==> src/rtl/ivbus_port_bank_if.sv <==
// ---------------------------------------------------------------------------
// ivbus_port_bank_if
// S8x305 IV-bus signal bundle between the core (master) and an IV-bus
// peripheral such as ivbus_port_bank (slave). All data is active-low.
//   MCLK     core -> bank  end-of-instruction strobe (high in cycle 3)
//   LB, RB   core -> bank  left/right bank enables, active-low
//   SC       core -> bank  select-command (address) strobe
//   WC       core -> bank  write-command strobe
//   IV_out   core -> bank  8-bit output bus, active-low
//   IV_in    bank -> core  8-bit read data, active-low, 8'hFF when idle
//   IV_drive bank -> core  high while the bank drives IV_in
// ---------------------------------------------------------------------------
interface ivbus_port_bank_if;
  logic       MCLK;
  logic       LB;
  logic       RB;
  logic       SC;
  logic       WC;
  logic [7:0] IV_out;
  logic [7:0] IV_in;
  logic       IV_drive;

  modport master (
    output MCLK, LB, RB, SC, WC, IV_out,
    input  IV_in, IV_drive
  );

  modport slave (
    input  MCLK, LB, RB, SC, WC, IV_out,
    output IV_in, IV_drive
  );
endinterface

==> src/rtl/ivbus_port_bank.sv <==
// ---------------------------------------------------------------------------
// ivbus_port_bank
// Bank of NPORTS addressable 8-bit I/O ports on the S8x305 IV bus. Each port
// has a data register (BASE_ADDR+2i), a direction register (BASE_ADDR+2i+1),
// a 2-flop input synchroniser and an input change flag; irq is the
// registered OR of all change flags.
// Ports:
//   x1       core clock, rising edge
//   reset    asynchronous, active-low
//   bus      IV-bus slave modport (MCLK/LB/RB/SC/WC/IV_out in, IV_in/IV_drive out)
//   pin_in   pad inputs, port i on [8i+7:8i], asynchronous to x1
//   pin_out  output data registers
//   pin_oe   direction registers, 1 = output
//   irq      OR of all port change flags (registered)
// ---------------------------------------------------------------------------
module ivbus_port_bank #(
  parameter int         NPORTS    = 4,
  parameter logic [7:0] BASE_ADDR = 8'h00,
  parameter bit         BANK      = 1'b0
) (
  input  logic                  x1,
  input  logic                  reset,
  ivbus_port_bank_if.slave      bus,
  input  logic [8*NPORTS-1:0]   pin_in,
  output logic [8*NPORTS-1:0]   pin_out,
  output logic [8*NPORTS-1:0]   pin_oe,
  output logic                  irq
);

  // Claimed range in 9 bits so the upper bound may equal 9'h100.
  localparam logic [8:0] ADDR_LO = {1'b0, BASE_ADDR};
  localparam logic [8:0] ADDR_HI = ADDR_LO + 9'(2 * NPORTS);

  logic       w_en;
  logic [7:0] w_bus_val;     // IV_out with the bus inversion removed
  logic       w_in_range;
  logic       w_addr_cycle;
  logic       w_write;
  logic       w_drive;
  logic [7:0] w_offset;
  logic [7:0] w_rd_data;
  logic [7:0] w_rd_term [NPORTS];
  logic [NPORTS-1:0] w_flags;

  logic [7:0] r_addr_q;
  logic       r_sel;
  logic       r_irq;

  assign w_en         = BANK ? ~bus.RB : ~bus.LB;
  assign w_bus_val    = ~bus.IV_out;
  assign w_in_range   = ({1'b0, w_bus_val} >= ADDR_LO) && ({1'b0, w_bus_val} < ADDR_HI);
  assign w_addr_cycle = bus.SC && w_en && bus.MCLK;
  // An address cycle on the same edge takes priority and drops the write.
  assign w_write      = bus.WC && w_en && bus.MCLK && r_sel && !bus.SC;
  assign w_drive      = w_en && r_sel && !bus.SC && !bus.WC;
  // Read/write decode works only from the registered address so the wide
  // read mux never sees a path from IV_out.
  assign w_offset     = r_addr_q - BASE_ADDR;

  always_ff @(posedge x1 or negedge reset) begin
    if (!reset) begin
      r_addr_q <= 8'h00;
      r_sel    <= 1'b0;
    end else if (w_addr_cycle) begin
      r_addr_q <= w_bus_val;
      r_sel    <= w_in_range;
    end
  end

  genvar gi;
  generate
    for (gi = 0; gi < NPORTS; gi++) begin : g_port
      logic [7:0] r_out;
      logic [7:0] r_oe;
      logic [7:0] r_sync1;
      logic [7:0] r_sync2;
      logic [7:0] r_prev;
      logic       r_flag;
      logic       w_hit_data;
      logic       w_hit_dir;
      logic       w_set;
      logic       w_clr;
      logic [7:0] w_val;

      assign w_hit_data = (w_offset == 8'(2 * gi));
      assign w_hit_dir  = (w_offset == 8'(2 * gi + 1));
      // Only input-direction bits may raise the change flag.
      assign w_set      = |((r_sync2 ^ r_prev) & ~r_oe);
      // Cleared by the input-phase sample of this port's data register.
      assign w_clr      = w_drive && w_hit_data && !bus.MCLK;
      assign w_val      = (r_sync2 & ~r_oe) | (r_out & r_oe);

      always_ff @(posedge x1 or negedge reset) begin
        if (!reset) begin
          r_out   <= 8'h00;
          r_oe    <= 8'h00;
          r_sync1 <= 8'h00;
          r_sync2 <= 8'h00;
          r_prev  <= 8'h00;
          r_flag  <= 1'b0;
        end else begin
          if (w_write && w_hit_data) r_out <= w_bus_val;
          if (w_write && w_hit_dir)  r_oe  <= w_bus_val;
          r_sync1 <= pin_in[8*gi +: 8];
          r_sync2 <= r_sync1;
          r_prev  <= r_sync2;
          // Set has priority over a simultaneous clear.
          if (w_set)      r_flag <= 1'b1;
          else if (w_clr) r_flag <= 1'b0;
        end
      end

      assign w_rd_term[gi]      = ({8{w_hit_data}} & w_val) | ({8{w_hit_dir}} & r_oe);
      assign w_flags[gi]        = r_flag;
      assign pin_out[8*gi +: 8] = r_out;
      assign pin_oe[8*gi +: 8]  = r_oe;
    end
  endgenerate

  // One-hot AND-OR read mux; at most one term is non-zero.
  always_comb begin
    w_rd_data = 8'h00;
    for (int i = 0; i < NPORTS; i++) begin
      w_rd_data = w_rd_data | w_rd_term[i];
    end
  end

  always_ff @(posedge x1 or negedge reset) begin
    if (!reset) r_irq <= 1'b0;
    else        r_irq <= |w_flags;
  end

  assign irq          = r_irq;
  assign bus.IV_drive = w_drive;
  assign bus.IV_in    = w_drive ? ~w_rd_data : 8'hFF;

endmodule

==> src/flat_wrapper.sv <==
// flat-port wrapper written by rule: the top's interface ports become plain ports
module ivbus_port_bank_flat 
#(
  parameter int         NPORTS    = 4,
  parameter logic [7:0] BASE_ADDR = 8'h00,
  parameter bit         BANK      = 1'b0
)
  (x1, reset, pin_in, pin_out, pin_oe, irq, bus_MCLK, bus_LB, bus_RB, bus_SC, bus_WC, bus_IV_out, bus_IV_in, bus_IV_drive);
  ivbus_port_bank_if bus_i ();
  input  logic x1;
  input  logic reset;
  input  logic [8*NPORTS-1:0] pin_in;
  output logic [8*NPORTS-1:0] pin_out;
  output logic [8*NPORTS-1:0] pin_oe;
  output logic irq;
  input wire logic [$bits(bus_i.MCLK)-1:0] bus_MCLK;
  input wire logic [$bits(bus_i.LB)-1:0] bus_LB;
  input wire logic [$bits(bus_i.RB)-1:0] bus_RB;
  input wire logic [$bits(bus_i.SC)-1:0] bus_SC;
  input wire logic [$bits(bus_i.WC)-1:0] bus_WC;
  input wire logic [$bits(bus_i.IV_out)-1:0] bus_IV_out;
  output wire logic [$bits(bus_i.IV_in)-1:0] bus_IV_in;
  output wire logic [$bits(bus_i.IV_drive)-1:0] bus_IV_drive;
  assign bus_i.MCLK = bus_MCLK;
  assign bus_i.LB = bus_LB;
  assign bus_i.RB = bus_RB;
  assign bus_i.SC = bus_SC;
  assign bus_i.WC = bus_WC;
  assign bus_i.IV_out = bus_IV_out;
  assign bus_IV_in = bus_i.IV_in;
  assign bus_IV_drive = bus_i.IV_drive;
  ivbus_port_bank #(.NPORTS(NPORTS), .BASE_ADDR(BASE_ADDR), .BANK(BANK)) u_core (.x1(x1), .reset(reset), .bus(bus_i), .pin_in(pin_in), .pin_out(pin_out), .pin_oe(pin_oe), .irq(irq));
endmodule
==> config.mk <==
export PLATFORM = sky130hd
export DESIGN_NAME = ivbus_port_bank_flat
export DESIGN_NICKNAME = d
export VERILOG_FILES = /design/src/rtl/ivbus_port_bank_if.sv /design/src/rtl/ivbus_port_bank.sv /design/src/flat_wrapper.sv
export SDC_FILE = /design/constraint.sdc
export NUM_CORES = 1
export LEC_CHECK = 0
export BUFFER_PORTS_ARGS = -buffer_cell sky130_fd_sc_hd__buf_2
export CAP_MARGIN = 15
export CELL_PAD_IN_SITES_DETAIL_PLACEMENT = 0
export CELL_PAD_IN_SITES_GLOBAL_PLACEMENT = 2
export CORE_ASPECT_RATIO = 0.9
export CORE_MARGIN = 10
export CORE_UTILIZATION = 37
export DETAILED_ROUTE_END_ITERATION = 6
export GPL_ROUTABILITY_DRIVEN = 0
export PLACE_DENSITY_LB_ADDON = 0.05
export SYNTH_ARGS = -nofsm -noshare
export SYNTH_HDL_FRONTEND = slang
export SYNTH_SLANG_ARGS = --single-unit
==> constraint.sdc <==
create_clock -name x1 -period 2.6 [get_ports x1]
set_input_delay 0.13 -clock x1 [delete_from_list [all_inputs] [get_ports x1]]
set_output_delay 0.13 -clock x1 [all_outputs]
set_load 0.1 [all_outputs]
==> results of run 1 <==
kinds of logic after synthesis:
logic type / Yosys count
compound gates: 181
flops: 174
simple gates: 84
buf+inv: 56
mux: 40
xor+xnor: 32
synth_stat cells (4+ instances only):
cell type,count,area share
dfrtp_1,174,0.64
o21ai_0,92,0.067
clkbuf_1,32,0.018
xnor2_1,32,0.041
nand2_1,30,0.016
nor2b_1,25,0.023
a21oi_1,24,0.018
mux2i_1,24,0.035
inv_1,17,0.0093
a211oi_1,16,0.018
a32oi_1,16,0.020
mux2_2,16,0.026
o22ai_1,16,0.015
o31ai_1,16,0.018
buf_1,5,0.0027
nor4_1,4,0.0037
or2_2,4,0.0037
critical path: cells and delay by family, from the launching register on:
kind / cells / cell delay, ns
buf+inv: 2 / 0.54
flops: 1 / 0.50
compound gates: 2 / 0.40
mux: 1 / 0.38
simple gates: 1 / 0.08
cell usage in the layout, fill, tap and decap left out, types with 2 or more instances in the layout:
cell           netlist  layout
buf_2                1     110
or3b_2               2       2
nand2_1             30      30
bufinv_16            0       4
nor2b_1             25      25
or3_1                2       2
or2_2                4       4
nor4_1               4       4
xnor2_1             32      32
dlygate4sd3_1        0      33
buf_12               0      10
a211oi_4             0       7
inv_6                0       5
nand3b_1             2       2
nand2b_1             2       2
o21ai_0             92      92
a21oi_2              0       2
clkinvlp_4           0       2
a32oi_1             16      15
nand4b_1             2       2
clkbuf_16            0      17
dfrtp_1            174     173
mux2_2              16      16
a211oi_1            16       8
o31ai_1             16      16
a21oi_1             24      22
inv_1               17      17
o22ai_1             16      16
buf_4                1      12
mux2i_1             24      24
power groups by stage:
stage                     Combinational, uW  Clock [uW]  Sequential [uW]
after floorplan                         323           0             2920
after global placement                  557           0             2930
after detailed placement                558           0             2940
after CTS                               598        2820             2880
after global routing                    656        2940             2900
final                                   597        2770             2880
per-layer routing:
metal / up-vias / wire (um) / track usage
met4: 0 / 168 / 0.0491
li1: 2299 / - / -
met5: - / 0 / 0
met2: 102 / 10000 / 0.277
met3: 14 / 998 / 0.0453
met1: 2524 / 9300 / 0.230
timing repair:
action | in CTS | in global routing
hold endpoints to repair | 206 | 0
pin swaps | 0 | 1
resized for setup | 1 | 5
hold buffers | 33 | 0
cloned | 0 | 0
setup endpoints to repair | 8 | 8
setup buffers | 0 | 1
layout make-up:
type | count | area share
clock buffers | 18 | 0.0480
clock inverters | 14 | 0.0228
inverters | 17 | 0.00713
multi-input cells | 337 | 0.269
flip-flops and latches | 174 | 0.487
well taps | 245 | 0.0343
repair buffers | 166 | 0.132
how the worst max path moves through the flow:
stage / end / startpoint / slack (ns) / cells past startpoint
after floorplan: bus_IV_in[1] / u_core.g_port[0].r_oe[1] / -0.21 / 4
after global placement: bus_IV_in[1] / u_core.r_addr_q[0] / 0.40 / 5
after detailed placement: u_core.g_port[3].r_oe[4] / u_core.r_addr_q[5] / 0.35 / 5
after CTS: bus_IV_in[3] / u_core.r_addr_q[5] / 0.006 / 5
after global routing: bus_IV_in[0] / u_core.r_addr_q[5] / -0.02 / 5
final: bus_IV_in[0] / u_core.r_addr_q[2] / 0.13 / 6
registers in the layout (all words and copies together), names as in the netlist:
name	flops
u_core.g_port.r_flag	4
u_core.g_port.r_oe	32
u_core.g_port.r_out	32
u_core.g_port.r_prev	32
u_core.g_port.r_sync1	32
u_core.g_port.r_sync2	32
u_core.irq	1
u_core.r_addr_q	8
u_core.r_sel	1
metrics by stage:
stage,setup slack [ns],setup TNS [ns]
floorplan,-0.207,-0.207
global placement,0.402,0
detailed placement,0.353,0
CTS,0.00634,0
global route,-0.0222,-0.0657
finish,0.126,0
==> impl_results.md, run 1 <==
- Run status: completed
- Final hold vios: 0
- Post-DP HPWL: 14500 um
- Flop pwr share: 0.461
- Area added between synthesis and finish: 30.7%
- Leakage power: 0.00406 uW
- Post-Syn Instances: 567
- Main synth FF type: dfrtp_1
- Design area: 0.00895 mm^2
- FF-to-FF End: u_core.g_port[3].r_oe[2]
- Combinational share of power: 0.096
- Tcrit/Tclk final: 0.952
- Slowest-stage cell, CP: dfrtp_1
- EDFF count, synth: 0
- # rows: 47
- CTS Buf Count: 17
- Layout net count: 760
- Fraction of layout cells with a size suffix above 1: 0.282
- Internal: 4670 uW
- First-pass GRT wire length: 32200 um
- Placed Cells: 905
- Initial DRC count: 291
- R2r setup slk: 0.33 ns
- Total track usage: 0.174
- Clock latency at the later pin of the worst-skew pair: 0.43 ns
- R2R depth: 5
- Xor/xnor share of the synthesized area: 0.0409
- Sequential area share after synthesis: 0.636
- Routed WL: 20500 um
- CTS tree: yes
- CP Capture Type: output port
- Initial antenna violation count: 0
- Die X: 163 um
- H-tree levels: 4
- # IOs: 121
- ANT cells: 0
- Sink Count: 174
- Net Switching: 1580 uW
- Die area: 0.0244 mm^2
- Total gr overflow: 0
- Root buf cell: clkbuf_16
- CP cell instances: buf_4, mux2_2, nand2_1, a21oi_2, a211oi_4, buf_12
- RSZ-0062 raised after global routing: true
- Tightest Pin Transition: 0.828 ns
- Max Cap Viol: 0
- DR DRC count: 0
- Hold Crit Class: primary input to async pin
- Drt pass-1 iters: 4
- Clock Tree Buf Depth: 2
- Max Freq: 0.404 GHz
- Vias/cell: 5.09
- CP Launch Type: flip-flop
- PD cells: 699 mW/mm^2
- Fill cell count: 1663
- Syn. warnings: 0
- Vias in the first global route: 5271
- Footprint of the multi-input gates: 0.00241 mm^2
- Final Skew: 0.00817 ns
- Main combinational cell family by area after synthesis: compound AO/OA/AOI/OAI gates
- R2r startpoint: u_core.r_addr_q[5]
- Starting Density: 0.374
- Syn Nets: 614
- Routed len/inst: 21.1 um
- Worst EP required: 2.47 ns
- DRT antenna net count: 0
- Final core occ: 0.489
- FF/Latch Area: 0.00436 mm^2
- Layout Cells excl Fill: 971
- Die height: 149 um
- Asr flop ratio synth: 1.00
- Avg Inst Size Synth: 12.1 um^2
- Slew headroom: 0.443
- DR vias: 4939
- Adder-Cell Fraction of Synth Area: 0
- Clock-pin slew on the worst setup and hold paths: 0.07 ns
- Clock share of power: 0.443
- Synth unique cells: 35
- Largest net degree at the start of global routing: 103
- Final Power: 6250 uW
- Placed instance area: 0.00795 mm^2
- # setup viols final: 0
- Placeable Area: 0.0183 mm^2
- VDD IR max: 0.000415 V
- Simple-gate share of the synthesized area: 0.0746
- Worst EP arrival: 2.34 ns
- Crit Path Max Fanout: 17
- Mapped Area: 0.00685 mm^2
- FF+latch count, synth: 174
- Port bufs: 119
- Slowest cell delay on critical path: 0.50 ns
- Sw Share: 0.253
- Worst Hold Slack: 0.0703 ns
- Pins Over Slew Limit: 0
- Compound-Gate Fraction of Synth Area: 0.156
- Setup CP Type: flip-flop to output port
- Post-synthesis mux area share: 0.0614
- Fin crit period: 2.47 ns
Power figures use the tool's default switching activity.
==> run 2: changes to the inputs <==
- RECOVER_POWER: default -> 25
==> run 2 against run 1 <==
Compared with the run above: the run now ends with max-capacitance violations, max-slew violations left; hold slack better by 0.023 ns; global-route usage unchanged; via count unchanged; critical endpoint unchanged.
==> impl_results.md, run 2 (synthesis results as in run 1) <==
- Run status: finished with violations
- Violated checks: max-capacitance violations, max-slew violations
- Met2 usage: 0.277 (unchanged)
- Final worst slack: 0.129 ns (+0.00362 ns)
- Sink Count: 174 (unchanged)
- # setup viols final: 0 (unchanged)
- Tcrit/Tclk final: 0.950 (-0.00139)
- Area added between synthesis and finish: 30.4%
- Sum Neg Setup Slack: 0 ns (unchanged)
- GRT met1 Usage: 0.230 (unchanged)
- Worst Hold Slack: 0.0934 ns (+0.0232 ns)
- Crit Path Max Fanout: 17 (unchanged)
- Total gr overflow: 0 (unchanged)
- Routed WL: 20500 um (about the same)
- CP Capture Type: output port
- Worst EP arrival: 2.34 ns (about the same)
- First-pass GRT wire length: 32200 um (unchanged)
- Port bufs: 119 (unchanged)
- Die height: 149 um (unchanged)
- Drt pass-1 iters: 4 (unchanged)
- Vias/cell: 5.09 (unchanged)
- DRT antenna net count: 0 (unchanged)
- GR peak layer: met2
- Met3 usage in global routing: 0.0453 (unchanged)
- Most common cell after layout, fill and taps aside: dfrtp_1
- Placeable Area: 0.0183 mm^2 (unchanged)
- RSZ-0062 raised after global routing: true
- Initial DRC count: 309 (+6.2%)
- Layout net count: 760 (unchanged)
- Root buf cell: clkbuf_16
- Total track usage: 0.174 (unchanged)
- CP Launch Type: flip-flop
- Design area: 0.00892 mm^2 (-0.25%)
- PD cells: 700 mW/mm^2 (+0.20%)
- Vias in the first global route: 5271 (unchanged)
- Leakage power: 0.00405 uW (-0.25%)
- # rows: 47 (unchanged)
- ANT cells: 0 (unchanged)
- Fin crit period: 2.47 ns (-0.00362 ns)
- Largest net degree at the start of global routing: 103 (unchanged)
- Starting Density: 0.374 (unchanged)
- Worst slack, placed: 0.353 ns (unchanged)
- Die X: 163 um (unchanged)
- Pins Over Slew Limit: 67 (+67)
- Tightest Pin Transition: 1.62 ns (+0.794 ns)
- Routed len/inst: 21.1 um (about the same)
- Final Skew: 0.00700 ns (-0.00118 ns)
- Final hold vios: 0 (unchanged)
- Final Power: 6250 uW (about the same)
- Most frequent cells in the layout: 173 x dfrtp_1, 110 x buf_2, 92 x o21ai_0, 33 x dlygate4sd3_1, 32 x xnor2_1
- Max Cap Viol: 1 (+1)
- H-tree levels: 4 (unchanged)
- DR DRC count: 0 (unchanged)
- Initial antenna violation count: 0 (unchanged)
- CTS Buf Count: 17 (unchanged)
- DR vias: 4939 (unchanged)
- Clock latency at the later pin of the worst-skew pair: 0.43 ns (about the same)
- Fill cell count: 1664 (+0.060%)
- Max Freq: 0.405 GHz (+0.15%)
- CTS tree: yes
- Placed instance area: 0.00795 mm^2 (unchanged)
- Setup CP Type: flip-flop to output port
- Clock Tree Buf Depth: 2 (unchanged)
- Fraction of layout cells with a size suffix above 1: 0.281 (-0.00138)
- Clock-pin slew on the worst setup and hold paths: 0.06 ns (about the same)
- Die area: 0.0244 mm^2 (unchanged)
- Worst EP required: 2.47 ns (about the same)
- VDD IR max: 0.000415 V (about the same)
- Post-DP HPWL: 14500 um (unchanged)
- Hold Crit Class: primary input to flip-flop
- Slew headroom: -0.0814 (-0.524)
- # IOs: 121 (unchanged)
==> run 2: area by class of cell <==
cell class / count / area (um^2) / share of cell area
Multi-Input combinational cell: 337 / 2410 / 0.270
Timing Repair Buffer: 166 / 1160 / 0.130
Sequential cell: 174 / 4360 / 0.488
Clock buffer: 18 / 429 / 0.0481
Clock inverter: 14 / 204 / 0.0229
Inverter: 17 / 63.8 / 0.00715
Tap cell: 245 / 307 / 0.0343
==> run 2: power breakdown <==
| part | internal, uW | total [uW] | switching (uW) |
|---|---|---|---|
| combinational | 231 | 593 | 362 |
| clock | 1630 | 2770 | 1140 |
| sequential | 2810 | 2880 | 78.4 |
| total | 4670 | 6250 | 1580 |
==> run 2: layer usage <==
layer  routed length (um)  part of all wire
met1                 9310              0.45
met2                10000              0.49
met3                  968             0.047
met4                  222             0.011
met5                    0                 0
==> run 2: timing repair <==
action	in CTS	in global routing
hold buffers	33	0
resized for setup	1	5
hold endpoints to repair	206	0
buffers inserted	0	1
pin swaps	0	1
endpoints found under the setup margin	8	8
==> run 2: through the flow <==
step / cells / util
detailed placement: 905 / 0.435
CTS: 970 / 0.488
floorplan: 567 / -
global placement: 905 / 0.435
finish: 971 / 0.488
global route: 971 / 0.488
==> run 2: final timing paths <==
| path | startpoint | endpoint | slack (ns) | cells past startpoint |
|---|---|---|---|---|
| worst max-delay path | u_core.r_addr_q[2] | bus_IV_in[0] | 0.13 | 6 |
| worst min-delay path | bus_IV_out[0] | u_core.g_port[0].r_oe[0] | 0.09 | 2 |
| worst max register to register | u_core.r_addr_q[5] | u_core.g_port[3].r_oe[2] | 0.32 | 5 |
| worst min register to register | u_core.g_port[0].r_sync1[5] | u_core.g_port[0].r_sync2[5] | 0.35 | 0 |
| max in group asynchronous | reset | u_core.g_port[0].r_out[3] | 0.50 | 3 |
| min in group asynchronous | reset | u_core.g_port[3].r_sync2[7] | 0.17 | 2 |
==> run 2: worst max-delay path, cell delays in order (launching register included) <==
cell      delay, ns
dfrtp_1        0.50
buf_4          0.32
mux2_2         0.38
nand2_1        0.08
a21oi_2        0.07
a211oi_4       0.33
buf_12         0.22
==> run 3: changes to the inputs <==
- CORE_ASPECT_RATIO: 0.9 -> 2
==> run 3 against run 2 <==
Compared with the run above: the flow still finishes with violations (max-capacitance violations, max-slew violations); cell area down 0.55%; utilization down 0.077 points; worst setup slack better by 0.048 ns; cell count down 2.5%; global-route usage up 0.92 points; clock power down 10%; die area up 1.3%; combinational power up 3.9%; clock skew up 0.0025 ns; routed wire length up 5.8%; largest cell class unchanged; largest power group unchanged; highest routed layer unchanged.
==> impl_results.md, run 3 (synthesis results as in run 1) <==
- Die height: 212 um (+42%)
- Most frequent cells in the layout: 174 x dfrtp_1, 109 x buf_2, 92 x o21ai_0, 33 x dlygate4sd3_1, 32 x xnor2_1
- Starting Density: 0.376 (+0.00147)
- First-pass GRT wire length: 33300 um (+3.5%)
- Final core occ: 0.487 (-0.000768)
- Net Switching: 1530 uW (-3.4%)
- Vias in the first global route: 5393 (+2.3%)
- Max Freq: 0.413 GHz (+2.0%)
- Max Cap Viol: 1 (unchanged)
- Root buf cell: clkbuf_16
- Clock latency at the later pin of the worst-skew pair: 0.43 ns (about the same)
- CP Launch Type: flip-flop
- H-tree levels: 4 (unchanged)
- R2R depth: 5 (unchanged)
- Violated checks: max-capacitance violations, max-slew violations
- Pins Over Slew Limit: 72 (+7.5%)
- R2r startpoint: u_core.r_addr_q[0]
- Tcrit/Tclk final: 0.932 (-0.0185)
- Clock share of power: 0.416 (-0.028)
- Sink Count: 174 (unchanged)
- RSZ-0062 raised after global routing: false
- Crit Path Max Fanout: 17 (unchanged)
- Post-DP HPWL: 15700 um (+8.6%)
- Fin crit period: 2.42 ns (-0.0481 ns)
- Internal: 4460 uW (-4.5%)
- Worst EP arrival: 2.29 ns (-0.05 ns)
- Drt pass-1 iters: 5 (+1)
- VDD IR max: 0.000413 V (-0.44%)
- Slew headroom: -0.241 (-0.160)
- Combinational share of power: 0.103 (+0.008)
- Slowest-stage cell, CP: and3_2
- Leakage power: 0.00404 uW (-0.14%)
- Layout net count: 765 (+0.66%)
- ANT cells: 0 (unchanged)
- Run status: finished with violations
- DRT antenna net count: 0 (unchanged)
- CTS Buf Count: 17 (unchanged)
- # setup viols final: 0 (unchanged)
- PD cells: 674 mW/mm^2 (-3.7%)
- CP cell instances: buf_4, or3_1, inv_1, and3_2, a211oi_2, buf_12
- Initial DRC count: 240 (-22%)
- Final hold vios: 0 (unchanged)
- Die X: 116 um (-29%)
- Total track usage: 0.183 (+0.00917)
- Flop pwr share: 0.481 (+0.020)
- Crit. Startpoint: u_core.r_addr_q[2]
- Most common cell after layout, fill and taps aside: dfrtp_1
- Area added between synthesis and finish: 29.6%
- Final Skew: 0.00949 ns (+0.00249 ns)
- Setup CP Type: flip-flop to output port
- Clock Tree Buf Depth: 2 (unchanged)
- Clock-pin slew on the worst setup and hold paths: 0.06 ns (about the same)
- CP Capture Type: output port
- DR vias: 5030 (+1.8%)
- Worst Hold Slack: 0.0938 ns (+0.000376 ns)
- Slowest cell delay on critical path: 0.46 ns (-0.04 ns)
- # rows: 70 (+49%)
- Routed len/inst: 22.9 um (+8.5%)
- Initial antenna violation count: 0 (unchanged)
- Port bufs: 119 (unchanged)
- # IOs: 121 (unchanged)
- R2r setup slk: 0.39 ns (+0.07 ns)
- Largest net degree at the start of global routing: 74 (-28%)
- CTS tree: yes
- Worst setup path end: bus_IV_in[1]
- Sw Share: 0.255 (+0.00221)
- Routed WL: 21700 um (+5.8%)
- Hold Crit Class: primary input to flip-flop
- Worst EP required: 2.47 ns (about the same)
- FF-to-FF End: u_core.g_port[3].r_out[7]
- Die area: 0.0247 mm^2 (+1.3%)
- Placeable Area: 0.0182 mm^2 (-0.39%)
- Fraction of layout cells with a size suffix above 1: 0.282 (+0.000814)
- DR DRC count: 0 (unchanged)
- Tightest Pin Transition: 1.86 ns (+0.240 ns)
- Sum Neg Setup Slack: 0 ns (unchanged)
- Vias/cell: 5.31 (+4.4%)
- Total gr overflow: 0 (unchanged)
-- run 3: changes by cell type in the layout (fill, tap and decap cells not counted), sizes merged --
cell / before / now
buf: 131 / 136
bufinv: 4 / 1
clkbuf: 20 / 24
clkinv: 2 / 1
clkinvlp: 2 / 4
inv: 23 / 21
-- run 3: how the worst min path moves through the flow --
| stage | cells after the start | slack, ns | endpoint | startpoint |
|---|---|---|---|---|
| final | 2 | 0.09 | u_core.g_port[0].r_oe[1] | bus_IV_out[1] |
| after global routing | 2 | 0.11 | u_core.g_port[0].r_oe[1] | bus_IV_out[1] |
| after CTS | 4 | 0.08 | u_core.g_port[3].r_flag | bus_MCLK |
| after detailed placement | 1 | 0.20 | u_core.g_port[3].r_sync2[6] | reset |
| after global placement | 1 | 0.20 | u_core.g_port[3].r_sync1[6] | reset |
| after floorplan | 0 | -0.17 | u_core.g_port[0].r_flag | reset |
-- run 3: final cells by class --
class	count	area, um^2
flip-flops and latches	174	4350
well taps	216	270
repair buffers	171	1210
clock buffers	22	474
clock inverters	10	104
multi-input cells	337	2400
inverters	17	63.8
fillers	1715	9340
-- run 3: metal layers --
layer | GRT usage | share of wire
met5 | 0 | 0
met4 | 0.0733 | 0.025
met3 | 0.0378 | 0.048
met2 | 0.317 | 0.53
met1 | 0.215 | 0.39
-- run 3: what timing repair did --
action | CTS | global route
buffers inserted | 1 | 2
resized for setup | 3 | 1
endpoints found under the setup margin | 8 | 7
pin swaps | 1 | 1
hold buffers | 33 | 0
hold endpoints to repair | 102 | 0
-- run 3: worst max-delay path, delay by kind of cell, from the launching register on --
kind	cells	cell delay, ns
DFF	1	0.39
AOI/OAI and AO/OA	1	0.18
and+or+nand+nor	2	0.81
buffers and inverters	3	0.48
-- run 3: stage by stage --
step                      setup WS, ns  cell area [um^2]  instances  power (uW)
after detailed placement         0.290              7940        879        3500
after global placement           0.309              7940        879        3490
final                            0.177              8880        947        5990
after global routing            0.0751              8880        947        6220
after CTS                       0.0228              8870        945        6050
after floorplan                 -0.207              6960        567        3250
-- run 3: power groups by stage --
stage          clock [uW]  sequential, uW  combinational (uW)
2_1_floorplan           0            2920                 323
3_3_place_gp            0            2920                 571
3_5_place_dp            0            2930                 573
4_1_cts              2550            2880                 616
5_1_grt              2660            2890                 673
6_report             2490            2880                 616
